**config.mk**
```make
export PLATFORM = sky130hd
export DESIGN_NAME = traffic_supervisor
export DESIGN_NICKNAME = d
export VERILOG_FILES = /design/src/rtl/traffic_supervisor.sv
export SDC_FILE = /design/constraint.sdc
export NUM_CORES = 1
export LEC_CHECK = 0
export CAP_MARGIN = 25
export CORE_ASPECT_RATIO = 1.4
export CORE_UTILIZATION = 48
export DETAILED_ROUTE_END_ITERATION = 7
export GPL_TIMING_DRIVEN = 0
export PLACE_DENSITY = 0.71
export SYNTH_ARGS = -nofsm -noshare
export SYNTH_HDL_FRONTEND = slang
export SYNTH_SLANG_ARGS = --single-unit
```
**constraint.sdc**
```tcl
create_clock -name CLK -period 6.1 [get_ports CLK]
set_input_delay 0.61 -clock CLK [delete_from_list [all_inputs] [get_ports CLK]]
set_output_delay 0.61 -clock CLK [all_outputs]
set_load 0.05 [all_outputs]
```
**src/rtl/traffic_supervisor.sv**
```systemverilog
// Supervisor in front of traffic_control: debounces pedestrian buttons into
// held request levels, watches the lamp pair for conflicts and stuck aspects,
// and sequences the ERR line through fault hold, optional latch and recovery.
//
// state    | meaning
// ---------+---------------------------------------------------------------
// RUN      | normal operation, conflict/stuck/external faults evaluated
// FAULT    | ERR high, minimum hold timer running
// HOLD     | ERR high, latched until flt_clr with ext_err low
// RECOVER  | ERR low, lamp checks masked while controller lamps settle
module traffic_supervisor #(
    parameter int unsigned DEB_CYC   = 4,
    parameter int unsigned WDOG_MAX  = 16,
    parameter int unsigned ERR_HOLD  = 12,
    parameter bit          LATCH_FLT = 1'b0
) (
    input  logic       CLK,
    input  logic       reset,
    input  logic       btn_a,
    input  logic       btn_b,
    input  logic       ext_err,
    input  logic       flt_clr,
    input  logic [2:0] L_A,
    input  logic [2:0] L_B,
    input  logic       RA,
    input  logic       RB,
    output logic       PA,
    output logic       PB,
    output logic       ERR,
    output logic [1:0] flt_code,
    output logic [7:0] flt_cnt
);

    localparam int DW = $clog2(DEB_CYC + 1);
    localparam int WW = $clog2(WDOG_MAX + 1);
    localparam int TW = $clog2(ERR_HOLD + 1);
    localparam logic [DW-1:0] DEB_TOP = DW'(DEB_CYC);
    localparam logic [DW-1:0] DEB_PRE = DW'(DEB_CYC - 1);
    localparam logic [WW-1:0] WD_TOP  = WW'(WDOG_MAX);
    localparam logic [TW-1:0] HOLD_LD = TW'(ERR_HOLD - 1);
    // RECOVER lasts two cycles: load 1, leave when the timer reads 0
    localparam logic [TW-1:0] REC_LD  = TW'(1);

    typedef enum logic [1:0] {S_RUN, S_FAULT, S_HOLD, S_RECOVER} state_t;

    state_t               state_q, state_d;
    logic [1:0]           sync1_q, sync2_q;
    logic [1:0][DW-1:0]   deb_q, deb_d;
    logic [1:0]           accept;
    logic [1:0]           walk_q;
    logic [1:0]           walk_rise;
    logic [1:0]           pend_q, pend_d;
    logic [5:0]           lamp_q;
    logic [5:0]           pair;
    logic [WW-1:0]        wd_q, wd_d;
    logic [TW-1:0]        tmr_q, tmr_d;
    logic [1:0]           code_q, code_d;
    logic [7:0]           cnt_q, cnt_d;
    logic                 err_q, err_d;
    logic                 conflict, stuck, in_err;
    logic [1:0]           cause;

    function automatic logic is_go(input logic [2:0] l);
        return (l == 3'b110) || (l == 3'b101) || (l == 3'b100);
    endfunction

    // Two-flop synchronisers for the asynchronous buttons
    always_ff @(posedge CLK) begin
        if (reset) begin
            sync1_q <= '0;
            sync2_q <= '0;
        end else begin
            sync1_q <= {btn_b, btn_a};
            sync2_q <= sync1_q;
        end
    end

    // Debounce counters; accept fires only on the step that reaches DEB_CYC
    always_comb begin
        deb_d  = deb_q;
        accept = '0;
        for (int i = 0; i < 2; i++) begin
            if (!sync2_q[i]) begin
                deb_d[i] = '0;
            end else if (deb_q[i] != DEB_TOP) begin
                deb_d[i]  = deb_q[i] + DW'(1);
                accept[i] = (deb_q[i] == DEB_PRE);
            end
        end
    end

    assign pair      = {L_A, L_B};
    assign walk_rise = {RB, RA} & ~walk_q;
    assign in_err    = (state_q == S_FAULT) || (state_q == S_HOLD);
    assign conflict  = is_go(L_A) && is_go(L_B);

    // Watchdog on the lamp pair; flash pairs are legitimately static
    always_comb begin
        wd_d = wd_q;
        if ((pair != lamp_q) || (pair == 6'b000000) || (pair == 6'b111111)) begin
            wd_d = '0;
        end else if (wd_q != WD_TOP) begin
            wd_d = wd_q + WW'(1);
        end
    end
    assign stuck = (wd_d == WD_TOP);

    // Pending requests: walk edge clears and beats a coincident accept
    always_comb begin
        pend_d = pend_q;
        for (int i = 0; i < 2; i++) begin
            if (in_err || walk_rise[i]) begin
                pend_d[i] = 1'b0;
            end else if (accept[i]) begin
                pend_d[i] = 1'b1;
            end
        end
    end

    // Fault sequencer next-state, timer and fault bookkeeping
    always_comb begin
        state_d = state_q;
        tmr_d   = tmr_q;
        code_d  = code_q;
        cnt_d   = cnt_q;
        cause   = 2'b00;
        if (ext_err)       cause = 2'b11;
        else if (conflict) cause = 2'b01;
        else if (stuck)    cause = 2'b10;
        case (state_q)
            S_RUN: begin
                if (cause != 2'b00) begin
                    state_d = S_FAULT;
                    tmr_d   = HOLD_LD;
                    code_d  = cause;
                    cnt_d   = (cnt_q == 8'hFF) ? cnt_q : cnt_q + 8'd1;
                end
            end
            S_FAULT: begin
                if (tmr_q != '0) begin
                    tmr_d = tmr_q - TW'(1);
                end else if (!ext_err) begin
                    state_d = LATCH_FLT ? S_HOLD : S_RECOVER;
                    tmr_d   = REC_LD;
                end
            end
            S_HOLD: begin
                if (flt_clr && !ext_err) begin
                    state_d = S_RECOVER;
                    tmr_d   = REC_LD;
                end
            end
            S_RECOVER: begin
                if (ext_err) begin
                    state_d = S_FAULT;
                    tmr_d   = HOLD_LD;
                    code_d  = 2'b11;
                    cnt_d   = (cnt_q == 8'hFF) ? cnt_q : cnt_q + 8'd1;
                end else if (tmr_q == '0) begin
                    state_d = S_RUN;
                end else begin
                    tmr_d = tmr_q - TW'(1);
                end
            end
            default: state_d = S_RUN;
        endcase
        err_d = (state_d == S_FAULT) || (state_d == S_HOLD);
    end

    // All state registers
    always_ff @(posedge CLK) begin
        if (reset) begin
            state_q <= S_RUN;
            deb_q   <= '0;
            walk_q  <= '0;
            pend_q  <= '0;
            lamp_q  <= '0;
            wd_q    <= '0;
            tmr_q   <= '0;
            code_q  <= 2'b00;
            cnt_q   <= 8'd0;
            err_q   <= 1'b0;
        end else begin
            state_q <= state_d;
            deb_q   <= deb_d;
            walk_q  <= {RB, RA};
            pend_q  <= pend_d;
            lamp_q  <= pair;
            wd_q    <= wd_d;
            tmr_q   <= tmr_d;
            code_q  <= code_d;
            cnt_q   <= cnt_d;
            err_q   <= err_d;
        end
    end

    assign PA       = pend_q[0];
    assign PB       = pend_q[1];
    assign ERR      = err_q;
    assign flt_code = code_q;
    assign flt_cnt  = cnt_q;

endmodule

```
==> impl_results.md <==
- Worst Setup SP: L_A[2]
- Critical path launch point type: input port
- Distinct cells, synth: 49
- Post-synthesis async set-or-reset flop share: 0%
- Synthesized area: 2170 µm²
- Hpwl dp: 3150 µm
- Final ANT Viol Nets: 0
- CP endpoint kind: register
- Post-Synthesis Cells: 252
- GPL Wtd Cong: between 0.8 and 0.9
- Die X: 58.8 µm
- H-tree depth: 2
- Crit path to: flt_cnt[6]$_SDFFE_PP0P_
- Post-synth EDFFs: 0
- Clk_lat worst skew: 300 ps
- Grt total ovfl: 0
- Gate power share: between 20% and 30%
- # nets final: 314
- CP max FO: 10
- Clock period minus worst slack: approximately 2600 ps
- Worst ir drop on vdd: 0.184 mV
- Final setup fails: 0
- Diode count: 0
- Synthesized Nets: about 280
- WHS: around 450 ps
- Area grow syn2layout: 20.1%
- Register area share after synthesis: 38.7%
- Worst r2r dst: flt_cnt[6]$_SDFFE_PP0P_
- LEAKAGE: between 0.9 and 1 nW
- Final Core Density: a little over 60%
- R2R depth: 8
- Setup CP Type: in -> reg
- Final Max Slew Viols: 0
- Largest net degree at the start of global routing: 14
- Post-Route WL: approximately 4300 µm
- Sw frac: between 20% and 30%
- CTS Buf Count: 5
- RSZ-0062 raised after global routing: false
- Crit path DAT: 2820 ps
- Worst min path class: reg -> reg
- DR iter-0 viols: 59
- Critical path's largest stage delay: 540 ps
- Top_reg_cell synth: dfxtp_1
- Port Buf Inserts: 25
- Yosys reg bits: 42
- Number of global-route vias before repair: ~1,600
- Max-cap viol count: 0
- I/O pins: 27
- CTS tree: yes
- Power per Cell Area: 253 nW/µm²
- Layout cells sized above 1: between 5 and 6%
- Internal power: 467 µW
- Die Ht: just over 80 µm
- Status: finished, final reports clean
- Setup bufs post-CTS: 0
- Sequential power share: 46.0%
- Total GRT Usage: between 10% and 20%
- Crit path cell chain: clkdlybuf4s50_1, xnor2_1, nand4_1, a211o_1, o211a_1, buf_6, or4_1, a21oi_1
- CTS Root Cell: clkbuf_8
- Syn Area/Cell: 8.61 µm²
- Hold_buf cts: 0
- Period utilisation layout: 42.6%
- Resized cells post-CTS: 0
- First-pass GRT wire length: 7090 µm
- FF-to-FF Start: wd_q[0]$_SDFF_PP0_
- Clock power frac: about a third
- Setup slack, reg-to-reg: 3830 ps
- DIE AREA: 4800 µm²
- Row count: 28
- Core area: 4270 µm²
- Setup TNS: 0 ps
- Avg WL per Cell: 12.3 µm
- Clk slew on worst S/H paths: about 80 ps
- Rel. slew slack: 59.3%
- Fmax achieved: 0.385 GHz
- First-pass DRT Iterations: 4
- Clock skew: 8.76 ps
- Worst EP required: 6320 ps
- Via/cell ratio: between 5 and 6
- Measured slew at the worst slew-check pin: 611 ps
- Clk sink count: 42
- Switching power: 191 µW
- Initial core utilization: 50.8%
- Yosys Warn Count: 0
- Critical-path top delay cell: clkdlybuf4s50_1
- Initial antenna violation count: 0
- Max Root-Sink Buffers: 2
- Final Hold Viols: 0
- Residual DRC: 0
- Via Count: 1,843
[worst max-delay path: cells and delay by family]
family / cells / cell delay (ps)
xor gates and xnor gates: 1 / 150
AOI/OAI and AO/OA: 3 / 770
buffers and inverters: 2 / 690
and+or+nand+nor: 2 / 600
[how the worst min path moves through the flow]
stage,slack (ps),cells past startpoint,start,to
after global routing,470,1,sync1_q[0]$_SDFF_PP0_,sync2_q[0]$_SDFF_PP0_
after detailed placement,430,1,sync1_q[0]$_SDFF_PP0_,sync2_q[0]$_SDFF_PP0_
after global placement,420,1,sync1_q[0]$_SDFF_PP0_,sync2_q[0]$_SDFF_PP0_
after floorplan,410,1,sync1_q[0]$_SDFF_PP0_,sync2_q[0]$_SDFF_PP0_
final,450,1,sync1_q[0]$_SDFF_PP0_,sync2_q[0]$_SDFF_PP0_
after CTS,460,1,sync1_q[0]$_SDFF_PP0_,sync2_q[0]$_SDFF_PP0_
[synthesized netlist by cell type, types with 2 or more instances]
master / number / area share [%]
dfxtp_1: 42 / 39
inv_1: 22 / 3.8
a21oi_1: 21 / 4.8
nand2_1: 18 / 3.1
nor2_1: 17 / 2.9
nor2b_1: 17 / 4.9
ha_1: 16 / 9.2
o21ai_0: 9 / 2.1
xnor2_1: 9 / 3.6
nand3_1: 7 / 1.6
clkbuf_1: 6 / 1.0
nand2b_1: 4 / 1.2
nand4_1: 4 / 1.2
nor3_1: 4 / 0.92
o31ai_1: 4 / 1.4
a211o_1: 3 / 1.2
nor4_1: 3 / 0.86
or3_1: 3 / 0.86
xor2_1: 3 / 1.2
a2111oi_0: 2 / 0.81
a221oi_1: 2 / 0.81
a311o_1: 2 / 0.92
a31oi_1: 2 / 0.58
mux2_2: 2 / 1.0
nand3b_1: 2 / 0.69
o211a_1: 2 / 0.92
o211ai_1: 2 / 0.69
o22ai_1: 2 / 0.58
or4_1: 2 / 0.69
[cell usage in the layout (no fill, tap or decap), types with 5 or more instances in the layout]
cell type / count
dfxtp_1: 42
clkdlybuf4s50_1: 25
inv_1: 22
a21oi_1: 21
nand2_1: 18
nor2b_1: 17
nor2_1: 17
ha_1: 16
xnor2_1: 9
o21ai_0: 9
clkbuf_1: 7
nand3_1: 7
clkbuf_8: 5
[layout make-up]
class	instances	area, µm²
fillers	404	1670
multi-input cells	180	1210
flip-flops and latches	42	841
repair buffers	25	250
inverters	22	82.6
well taps	60	75.1
clock buffers	6	72.6
plain buffers	8	38.8
clock inverters	2	37.5
[layer usage]
layer,routed length (µm),global-route usage (%),vias up
met2,2050,32.0,28
met3,132,3.46,6
met4,60,7.86,0
met5,0,0,-
li1,-,-,953
met1,2010,23.9,856
[registers in the layout, summed over array words and instances (netlist names)]
| name | cells |
|---|---|
| flt_code | 2 |
| wd_q | 5 |
| lamp_q | 6 |
| walk_q | 2 |
| pend_q | 2 |
| flt_cnt | 8 |
| sync2_q | 2 |
| state_q | 2 |
| deb_q | 6 |
| tmr_q | 4 |
| ERR | 1 |
| sync1_q | 2 |
[kinds of logic (layout without fill, tap and decap cells)]
| logic type | after synthesis | in the layout | share of synthesized area (%) |
|---|---|---|---|
| buffers and inverters | 30 | 63 | 5.59 |
| AOI/OAI and AO/OA | 61 | 61 | 18.6 |
| muxes | 3 | 3 | 1.50 |
| xor gates and xnor gates | 12 | 12 | 4.84 |
| and+or+nand+nor | 88 | 88 | 21.6 |
| adders and majority gates | 16 | 16 | 9.22 |
| DFF | 42 | 42 | 38.7 |
[power groups by stage]
stage               sequential [mW]  clock (mW)  combinational, mW
finish                        0.303       0.223              0.133
global route                  0.305       0.237              0.147
floorplan                     0.326           0             0.0752
global placement              0.309           0              0.132
detailed placement            0.309           0              0.133
CTS                           0.303       0.224              0.134
[per-stage QoR]
stage / power (mW) / worst slack, ps / cell area [µm²] / std cells
final: 0.658 / 3500 / 2610 / 345
after global placement: 0.441 / 3210 / 2500 / 337
after floorplan: 0.401 / 3920 / 2170 / 252
after global routing: 0.689 / 3400 / 2610 / 345
after CTS: 0.661 / 3500 / 2610 / 345
after detailed placement: 0.442 / 3190 / 2500 / 337
Note: power is estimated with default switching activity, not from simulation.
